### src/rtl/sbox_scheduler.sv
// Shares one AES S-box between SubBytes (128-bit state) and SubWord (32-bit key word) jobs.
// Define SBOX_OUT_REG_EN to register the S-box output (adds one drain cycle per job).
module sbox_scheduler (
  input  logic         clk,
  input  logic         rst,
  input  logic         st_req_valid,
  output logic         st_req_ready,
  input  logic [127:0] st_in,
  output logic         st_done,
  output logic [127:0] st_out,
  input  logic         kw_req_valid,
  output logic         kw_req_ready,
  input  logic [31:0]  kw_in,
  output logic         kw_done,
  output logic [31:0]  kw_out,
  output logic         busy
);

  typedef enum logic [1:0] {IDLE, RUN_ST, RUN_KW, DONE} state_t;
  localparam logic GRANT_ST = 1'b0;
  localparam logic GRANT_KW = 1'b1;

  function automatic logic [7:0] gf_mul(input logic [7:0] a, input logic [7:0] b);
    logic [7:0] p;
    logic [7:0] x;
    p = 8'h00;
    x = a;
    for (int i = 0; i < 8; i++) begin
      if (b[i]) p = p ^ x;
      x = {x[6:0], 1'b0} ^ (x[7] ? 8'h1b : 8'h00);
    end
    return p;
  endfunction

  // Inverse as a^254 (maps 0 to 0, as AES requires).
  function automatic logic [7:0] gf_inv(input logic [7:0] a);
    logic [7:0] r;
    r = 8'h01;
    for (int i = 7; i >= 0; i--) begin
      r = gf_mul(r, r);
      if (i != 0) r = gf_mul(r, a);
    end
    return r;
  endfunction

  function automatic logic [7:0] sbox(input logic [7:0] a);
    logic [7:0] b;
    b = gf_inv(a);
    return b ^ {b[6:0], b[7]} ^ {b[5:0], b[7:6]} ^ {b[4:0], b[7:5]} ^ {b[3:0], b[7:4]} ^ 8'h63;
  endfunction

  state_t         state, state_nxt;
  logic   [127:0] work, work_nxt;
  logic   [3:0]   idx, last_idx;
  logic           last_grant, grant_kw;
  logic           running, lookup_en, last_lookup, leave_run;
  logic   [7:0]   sbox_res, wr_data;
  logic   [3:0]   wr_idx;
  logic           wr_en;

  assign running     = (state == RUN_ST) || (state == RUN_KW);
  assign last_idx    = (state == RUN_KW) ? 4'd3 : 4'd15;
  assign sbox_res    = sbox(work[{idx, 3'b000} +: 8]);
  assign last_lookup = lookup_en && (idx == last_idx);

`ifdef SBOX_OUT_REG_EN
  logic [7:0] sbox_q_p0;
  logic [3:0] wr_idx_p0;
  logic       vld_p0;
  logic       drain;

  assign lookup_en = running && !drain;
  assign leave_run = running && drain;
  assign wr_data   = sbox_q_p0;
  assign wr_idx    = wr_idx_p0;
  assign wr_en     = running && vld_p0;

  always_ff @(posedge clk) begin
    if (rst) begin
      vld_p0 <= 1'b0;
      drain  <= 1'b0;
    end else begin
      vld_p0 <= lookup_en;
      if (last_lookup)    drain <= 1'b1;
      else if (leave_run) drain <= 1'b0;
    end
  end

  // S-box output stage
  always_ff @(posedge clk) begin
    sbox_q_p0 <= sbox_res;
    wr_idx_p0 <= idx;
  end
`else
  assign lookup_en = running;
  assign leave_run = last_lookup;
  assign wr_data   = sbox_res;
  assign wr_idx    = idx;
  assign wr_en     = running;
`endif

  always_comb begin
    work_nxt = work;
    if (wr_en) work_nxt[{wr_idx, 3'b000} +: 8] = wr_data;
  end

  // Round-robin: on contention serve whoever was not served last.
  always_comb begin
    grant_kw = kw_req_valid;
    if (st_req_valid && kw_req_valid) grant_kw = (last_grant == GRANT_ST);
  end

  assign st_req_ready = (state == IDLE) && st_req_valid && !grant_kw;
  assign kw_req_ready = (state == IDLE) && kw_req_valid && grant_kw;
  assign st_done      = (state == DONE) && (last_grant == GRANT_ST);
  assign kw_done      = (state == DONE) && (last_grant == GRANT_KW);
  assign busy         = (state != IDLE);

  always_comb begin
    state_nxt = state;
    case (state)
      IDLE: begin
        if (st_req_ready)      state_nxt = RUN_ST;
        else if (kw_req_ready) state_nxt = RUN_KW;
      end
      RUN_ST, RUN_KW: if (leave_run) state_nxt = DONE;
      DONE:    state_nxt = IDLE;
      default: state_nxt = IDLE;
    endcase
  end

  always_ff @(posedge clk) begin
    if (rst) begin
      state      <= IDLE;
      idx        <= 4'd0;
      last_grant <= GRANT_ST;
      st_out     <= '0;
      kw_out     <= '0;
    end else begin
      state <= state_nxt;
      if (st_req_ready || kw_req_ready) begin
        idx        <= 4'd0;
        last_grant <= grant_kw;
      end else if (lookup_en && !last_lookup) begin
        idx <= idx + 4'd1;
      end
      if (leave_run && last_grant == GRANT_ST) st_out <= work_nxt;
      if (leave_run && last_grant == GRANT_KW) kw_out <= work_nxt[31:0];
    end
  end

  // Job data register
  always_ff @(posedge clk) begin
    if (st_req_ready)      work <= st_in;
    else if (kw_req_ready) work <= {96'd0, kw_in};
    else if (running)      work <= work_nxt;
  end

endmodule

### config.mk
export PLATFORM = sky130hd
export DESIGN_NAME = sbox_scheduler
export DESIGN_NICKNAME = d
export VERILOG_FILES = /design/src/rtl/sbox_scheduler.sv
export SDC_FILE = /design/constraint.sdc
export NUM_CORES = 1
export LEC_CHECK = 0
export BUFFER_PORTS_ARGS = -buffer_cell sky130_fd_sc_hd__clkbuf_2
export CAP_MARGIN = 20
export CELL_PAD_IN_SITES_DETAIL_PLACEMENT = 1
export CELL_PAD_IN_SITES_GLOBAL_PLACEMENT = 1
export CORE_UTILIZATION = 50
export DETAILED_ROUTE_END_ITERATION = 10
export PLACE_DENSITY_LB_ADDON = 0.2
export SETUP_SLACK_MARGIN = 0.02
export SLEW_MARGIN = 20
export SYNTH_ARGS = -nofsm -noshare
export SYNTH_HDL_FRONTEND = slang
export SYNTH_SLANG_ARGS = --single-unit
### constraint.sdc
create_clock -name clk -period 44 [get_ports clk]
set_clock_uncertainty 0.05 [all_clocks]
set_input_delay 8.8 -clock clk [delete_from_list [all_inputs] [get_ports clk]]
set_output_delay 8.8 -clock clk [all_outputs]
set_load 0.01 [all_outputs]
# Word-level counts from Yosys, hierarchy flattened

Cells that the tools add are included.

Add/subtract/negate cells: 2
Equal/unequal tests: 6
Shifts and indexed selects: 3
Multiplexer cells: 214
Bitwise gates (word level): 195
Reductions and logical operators: 21

Operators with widths:

| cell                                                  | count |
|---|---|
| two-way mux 8 bit                                     | 105 |
| bitwise XOR 8 bit                                     | 95 |
| bitwise XOR 8 x 5 -> 8 bit                            | 91 |
| two-way mux 128 bit                                   | 4 |
| two-way mux 5 bit                                     | 92 |
| bitwise mux 128 bit                                   | 1 |
| variable shift 8 x 9 -> 128 bit, first input constant | 1 |
| indexed part select 128 x 8 -> 8 bit                  | 1 |
| indexed part select 8 x 9 -> 128 bit                  | 1 |
| logical AND 1 bit                                     | 11 |
| negation 7 -> 9 bit                                   | 1 |
| two-way mux 2 bit                                     | 4 |
| two-way mux 4 bit                                     | 2 |
| two-way mux 7 bit                                     | 1 |
| inverter 1 bit, first input constant                  | 7 |
| two-way mux 6 bit                                     | 1 |
| case mux 2 bit (3 select lines)                       | 1 |
| adder 4 x 1 -> 4 bit, second input constant           | 1 |
| == test 2 bit, second input constant                  | 2 |
| == test 4 bit                                         | 1 |
| inverter 4 bit                                        | 1 |
| OR reduction 2 bit                                    | 2 |
| two-way mux 3 bit                                     | 1 |
| != test 3 bit, second input constant                  | 1 |
| 10 further kinds                                      | 13 |

Register bits after elaboration: 295
Bits of input ports: 164
Output and inout bits: 165
Word-level logic and storage cells: 447

# Longest topological paths before layout

Gate-level depths: netlist of run 1.

Depth in word-level cells: 228
Gate-level depth with buffers: 108
Depth with buffers taken out: 88

# Worst setup path after synthesis of run 1

OpenSTA, ideal clock, no wires.

Kind: register to register
From: reg idx[0]
To: reg work[84], data pin
Setup time: 0.188 ns
Data arrival time: 24.973 ns
Data required time: 43.762 ns
Path slack: 18.789 ns
Stages on the path, launching flop included: 106
Path buffers: 22
Clock period less this slack: 25.211 ns
Cell sequence: dfxtp_1 -> buf_6 -> buf_6 -> and2b_4 -> a22oi_1 -> and3_1 -> nor2_2 -> inv_2 -> buf_2 -> clkbuf_1 -> clkbuf_1 -> clkbuf_1 -> clkbuf_1 -> ha_1 -> clkbuf_1 -> or4_1 -> o2111ai_2 -> xnor2_4 -> (+70 left out) -> nor3_1 -> a21oi_1 -> o221ai_1 -> xnor3_1 -> xor2_2 -> inv_2 -> buf_2 -> ha_1 -> xnor3_1 -> nand2_1 -> xnor3_1 -> xor2_1 -> xnor3_2 -> xnor2_1 -> xnor2_2 -> buf_2 -> nor2_1 -> o41ai_1

Longest elaborated chain between the ends: 221
Elaborated cells on any way between the ends: 399
Classes of those cells: add/sub (1); shift (3); mux (208); bitwise (187)

Ends and longest elaborated chain:

| item                                 | line | text |
|---|---|---|
| start: declaration                   | 54   | `logic [3:0] idx, last_idx;` |
| start signal: assignment             | 145  | `idx <= idx + 4'd1;` |
| indexed part select 128 x 8 -> 8 bit | 63   | `assign sbox_res = sbox(work[{idx, 3'b000} +: 8]);` |
| two-way mux 1 bit                    | 29   | `if (b[i]) p = p ^ x;` |
| two-way mux 2 bit                    | 29   |  |
| two-way mux 3 bit                    | 29   |  |
| two-way mux 4 bit                    | 29   |  |
| two-way mux 5 bit                    | 29   |  |
| two-way mux 6 bit                    | 29   |  |
| two-way mux 7 bit                    | 29   |  |
| (+202 left out)                      | -    |  |
| bitwise XOR 8 bit (4 in series)      | 49   | `return b ^ {b[6:0], b[7]} ^ {b[5:0], b[7:6]} ^ {b[4:0], b[7:5]} ^ {b[3:0], b[7:4]} ^ 8'h63;` |
| inverter 4 bit (no line)             | -    |  |
| indexed part select 8 x 9 -> 128 bit | 104  | `if (wr_en) work_nxt[{wr_idx, 3'b000} +: 8] = wr_data;` |
| bitwise mux 128 bit (*)              | 104  |  |
| two-way mux 128 bit (*)              | 104  |  |
| two-way mux 128 bit (*)              | 156  | `else if (running) work <= work_nxt;` |
| two-way mux 128 bit (*)              | 155  | `else if (kw_req_ready) work <= {96'd0, kw_in};` |
| two-way mux 128 bit (*)              | 154  | `if (st_req_ready) work <= st_in;` |
| end signal: assignment               | 154  |  |
| end signal: assignment               | 155  |  |
| end signal: assignment               | 156  |  |
| end: declaration                     | 53   | `logic [127:0] work, work_nxt;` |

Mark *: on every way between the ends. The rest lies on a longest branch, timed or not. The select of a mux whose other input is x is not followed.
A chain may end at the register's enable or synchronous reset.

# Final worst setup path of run 1

From: reg idx[2]
To: reg work[51], data pin

The elaborated chain is that of the path after synthesis.

==> flow_summary.yaml, run 1 <==
min_path:
  min_from: "kw_out[3]"
  hold_depth: 2
  hold_path_end: "kw_out[3]"
  worst_hold_path_type: "reg2reg"
final_layout:
  multi_input_area_um2: 21600
  regArea_um2: 7190
  syn2layout_area_growth_pct: 9.70
  n_fill_cell: 7088
  final_util_pct: 55.8
  finalNonFillerCells: 4441
  nets: 3820
  drive_gt1_share_pct: 17.0
clock_tree:
  cts_tree: "built"
  clock_path_buffers: 3
  numCtsBuffers: 29
  clkSinkCount: 295
  post-cts-setup-buffers: 0
  cts-resized-gates: 0
  clock_latency_ns: 0.59
  path_clk_slew_ns: 0.07
  cts_root_buf: "clkbuf_16"
  htreeDepth: 1
  cts_hold_buf: 0
die:
  die_y_um: 247
  dieArea_um2: 61200
  die_x_um: 247
  core_region_area_um2: 59200
  io_pins: 329
  initial_core_util_pct: 50.8
  rows: 89
place:
  portBuffers: 328
  placed_cells: 4384
  dp_hpwl_um: 82200
  place_congestion: 0.933
global_routing:
  grt_pass1_vias: 29200
  overflow: 0
  track_usage_pct: 36.5
  grt_pass1_wl_um: 174000
  grt_max_degree: 116
  antenna_found_initial: 5
detailed_routing:
  avgViaCountPerCell: 6.33
  vias: 28100
  wl_um: 115000
  first_pass_iters: 5
  drt_iter0_drc: 2262
  wl_per_cell_um: 25.8
  drc: 0
  antenna_left: 0
yosys:
  yosysMostFrequentCell: "nand2_1"
  yosysSeqAreaShare_pct: 23.9
  async_flop_share_pct: 0
  synth-seq-cells: 295
  synth_top_cell_area_share_pct: 12.8
  syn_avg_cell_area_um2: 8.59
  synth_common_cells: "nand2_1, nor2_1, xnor2_1, a21oi_1, clkbuf_1"
  ys_types: 115
  synth_nets: 3681
  yosys_warnings: 0
  synth_enable_flop_cells: 128
  synth_flop_cell: "dfxtp_1"
  yosys-top-cells-area: "edfxtp_1, dfxtp_1, xnor2_1, xnor3_1, nand2_1"
  yosys.area.top_type: "edfxtp_1"
  synth_cells: 3505
  syn_area_um2: 30100
critical_path:
  critPathRequiredTime_ns: 44.38
  cp_max_fo: 34
  crit_slowest_cell: "xor2_1"
  r2r_cells: 89
  timing.rr.end: "work[51]"
  arrival_ns: 30.03
  startpoint_type: "flop"
  slowest_delay_ns: 0.90
  endpoint_kind: "flop"
  cpMostUsedCell: "xnor2_1"
  regToRegStartpoint: "idx[2]"
  rrSetupSlack_ns: 14.34
  critPathKind: "reg2reg"
timing:
  setup_viol: 0
  finalCriticalPeriod_ns: 29.66
  rsz0062_at_grt: "no"
  fin_tns_setup_ns: 0
  final_max_slew_viol_count: 0
  hold_viol: 0
  fmax_mhz: 33.7
  slew_headroom_pct: 24.3
  tightest_slew_ns: 1.12
  period_share_pct: 67.4
status:
  status: "finished clean"
job:
  cap_violations: 0
==> placed cells by master (no fill, tap or decap), types with 128 or more instances in the layout <==
| master | n |
|---|---|
| mux2i_1 | 169 |
| edfxtp_1 | 128 |
| clkbuf_2 | 327 |
| xor2_1 | 132 |
| xnor2_1 | 324 |
| nand2_1 | 483 |
| a21oi_1 | 186 |
| dfxtp_1 | 165 |
| o21ai_1 | 150 |
| nor2_1 | 448 |
==> worst max-delay path: cells and delay by family (launching register included) <==
kind                       cells  cell delay [ns]
AOI/OAI and AO/OA             12             2.41
xor gates and xnor gates      41            16.05
adders and majority gates      7             2.84
buffers and inverters          9             2.91
DFF                            1             0.73
muxes                          6             1.80
and+or+nand+nor               14             2.62
==> worst max-delay path by stage <==
stage	startpoint	to	depth (start not counted)
detailed placement	idx[2]	kw_out[7]	87
floorplan	idx[0]	work[84]	105
finish	idx[2]	work[51]	89
CTS	idx[2]	kw_out[14]	88
global placement	idx[2]	st_out[103]	86
global route	idx[2]	st_out[35]	89
==> flip-flops by register name, indices dropped and copies added (netlist names) <==
register    count
state           2
idx             4
kw_out         32
st_out        128
work          128
last_grant      1
==> per-layer routing <==
metal	share of wire (%)	vias up	wire length (um)	GRT usage [%]
met5	0.050	-	57	0
met2	48	1178	55300	61.8
met1	39	14000	44400	44.0
met3	6.8	353	7800	5.42
met4	6.2	8	7140	21.1
li1	-	12600	-	-
==> area by class of cell <==
class | instances | share of cell area (%)
Clock inverter | 14 | 0.398
Tap cell | 773 | 2.93
Multi-Input combinational cell | 2898 | 65.5
Sequential cell | 295 | 21.8
Antenna cell | 1 | 0.00758
Clock buffer | 40 | 2.60
Inverter | 30 | 0.348
Timing Repair Buffer | 390 | 6.44
==> per-stage QoR <==
| stage | worst slack [ns] | cell area, um2 | hold slack (ns) |
|---|---|---|---|
| 3_5_place_dp | 14.33 | 32000 | 0.398 |
| 3_3_place_gp | 15.75 | 32000 | 0.392 |
| 5_1_grt | 12.43 | 33000 | 0.427 |
| 4_1_cts | 14.19 | 33000 | 0.413 |
| 6_report | 14.34 | 33000 | 0.410 |
| 2_1_floorplan | 18.79 | 30100 | 0.431 |
==> logic make-up after synthesis <==
logic type      after synthesis  share of synthesized area [%]
compound gates              764                           17.1
buf+inv                     312                           4.55
mux                         211                           7.94
simple gates               1249                           18.1
xor+xnor                    662                           28.0
fa+ha+maj                    12                          0.499
flops                       295                           23.9
Power of run 1 is left out: the tool's default activity adds up to more than one toggle a clock period on the data nets, which glitch-free logic cannot reach.
==> inputs of run 2 (changes only) <==
Settings changed: ABC_AREA set to 1, CORE_UTILIZATION 50 to 39.
Clock period 44 ns to 26.9 ns, I/O delays scaled along.
==> run 2 against run 1 <==
Net effect:
- core utilization down 14 points
- synthesized area up 32%
- final cell count up 90%
- first-iteration DRC count up 17%
- critical path depth up 61
- flip-flop and latch count unchanged
- non-clock buffer count down 27
- global-route usage down 6.9 points
- clock-buffer cell count up 2
- wire length up 36%
- maximum frequency up 24%
- die area up 69%
- largest cell class unchanged
==> flow_summary.yaml, run 2 <==
timing:
  slew_headroom_pct: 26.6
  finalCriticalPeriod_ns: 23.91
  rsz0062_at_grt: "no"
  fin_tns_setup_ns: 0
  tightest_slew_ns: 1.09
  final_max_slew_viol_count: 0
  setup_viol: 0
  period_share_pct: 88.9
  hold_viol: 0
  fmax_mhz: 41.8
yosys:
  synth_top_cell_area_share_pct: 23.7
  synth_enable_flop_cells: 128
  async_flop_share_pct: 0
  synth_cells: 6902
  synth_flop_cell: "dfxtp_1"
  synth_common_cells: "nand2_1, nand3_1, inv_1, nand2_2, nor2_1"
  syn_area_um2: 39800
  yosys_warnings: 0
  yosysSeqAreaShare_pct: 18.0
  syn_avg_cell_area_um2: 5.77
  ys_types: 62
  synth-seq-cells: 295
  yosys.area.top_type: "nand2_1"
  yosys-top-cells-area: "nand2_1, nand3_1, edfxtp_1, nand2_2, dfxtp_1"
  synth_nets: 7078
  yosysMostFrequentCell: "nand2_1"
critical_path:
  worstPathBufferInverterCount: 20
  timing.rr.end: "work[97]"
  arrival_ns: 24.17
  critPathKind: "reg2reg"
  cp_max_fo: 37
  rrSetupSlack_ns: 2.99
  cp_top_family: "simple AND/OR/NAND/NOR gates"
  startpoint_type: "flop"
  slowest_delay_ns: 1.01
  critPathRequiredTime_ns: 27.17
  crit_slowest_cell: "dfxtp_1"
  endpoint_kind: "flop"
  cpMostUsedCell: "nand2_1"
  regToRegStartpoint: "idx[1]"
  r2r_cells: 150
clock_tree:
  htreeDepth: 1
  clkSinkCount: 295
  cts-resized-gates: 0
  clock_path_buffers: 3
  cts_root_buf: "clkbuf_16"
  cts_hold_buf: 0
  post-cts-setup-buffers: 0
  clock_latency_ns: 0.61
  cts_tree: "built"
  path_clk_slew_ns: 0.07
  numCtsBuffers: 29
detailed_routing:
  drc: 0
  antenna_left: 0
  avgViaCountPerCell: 5.33
  wl_per_cell_um: 18.5
  vias: 45000
  drt_iter0_drc: 2641
  wl_um: 156000
  first_pass_iters: 6
place:
  dp_hpwl_um: 122000
  portBuffers: 328
  place_congestion: 0.909
status:
  status: "finished clean"
final_layout:
  top_regs: "st_out (128), work (128), kw_out (32)"
  layout_common_cells: "nand2_1, nand3_1, inv_1, nand2_2, nor2_1"
  nets: 7239
  syn2layout_area_growth_pct: 6.26
  drive_gt1_share_pct: 20.6
  antenna_cells: 0
  final_common_cell: "nand2_1"
global_routing:
  grt_pass1_vias: 45400
  antenna_found_initial: 1
  grt_pass1_wl_um: 248000
  track_usage_pct: 29.6
  grt_max_degree: 110
  overflow: 0
min_path:
  hold_path_end: "st_out[22]"
  worst_hold_path_type: "reg2reg"
  min_from: "st_out[22]"
  hold_depth: 2
die:
  core_region_area_um2: 101000
  io_pins: 329
  die_x_um: 322
  rows: 116
  initial_core_util_pct: 39.6
  die_y_um: 322
  dieArea_um2: 103000
job:
  cap_violations: 0
-- run 2: cell types whose count changed after synthesis, moves of 167 or more --
| cell | before | now |
|---|---|---|
| nand2_2 | 0 | 544 |
| xnor2_1 | 326 | 29 |
| inv_1 | 13 | 716 |
| nand2_1 | 485 | 2516 |
| mux2i_1 | 169 | 2 |
| nand3_1 | 53 | 1036 |
-- run 2: worst register-to-register path: cells and delay by family (launching register included) --
family	cells	cell delay, ns
flip-flops	1	1.01
adder cells (fa/ha/maj)	6	2.43
AO/OA/AOI/OAI	3	1.26
XOR/XNOR	5	1.17
AND/OR/NAND/NOR	116	14.98
buffers and inverters	20	2.71
-- run 2: kinds of logic after synthesis --
group / count (synthesis) / share of synthesized area (%)
and+or+nand+nor: 4920 / 59.4
buffers and inverters: 1103 / 13.9
AOI/OAI and AO/OA: 497 / 6.54
DFF: 295 / 18.0
xor gates and xnor gates: 73 / 1.72
adders and majority gates: 12 / 0.377
muxes: 2 / 0.0503
-- run 2: final cells by class --
type	count	area, um2
Clock buffer	42	880
Clock inverter	12	136
Fill cell	14300	58300
Inverter	870	3370
Multi-Input combinational cell	5504	27100
Sequential cell	295	7190
Tap cell	1357	1700
Timing Repair Buffer	363	1900
-- run 2: worst max path at each step --
stage                       from   endpoint  slack, ns  cells after the start
after detailed placement  idx[1]   work[97]       3.20                    150
after global placement    idx[1]   work[97]       4.02                    147
after CTS                 idx[1]   work[97]       3.08                    150
after global routing      idx[1]  work[116]       0.78                    151
after floorplan           idx[0]   work[21]       8.04                    180
final                     idx[1]   work[97]       2.99                    150
-- run 2: per-layer routing --
layer  track usage, %  wire, um  vias to the layer above
met5                0        13                        -
met3             2.40      7050                      260
met1             37.0     67700                    21500
li1                 -         -                    22100
met4             10.8      6070                        2
met2             52.6     75400                     1138
-- run 2: per-stage QoR --
step	area [um2]	utilization, %	hold WS [ns]	setup slack [ns]	cells
2_1_floorplan	39800	-	0.425	8.04	6902
3_3_place_gp	41300	41.1	0.434	4.02	8389
3_5_place_dp	41300	41.1	0.452	3.20	8389
4_1_cts	42300	42.1	0.471	3.08	8443
5_1_grt	42300	42.1	0.505	0.782	8443
6_report	42300	42.1	0.471	2.99	8443
Power of run 2 is left out for the same reason.
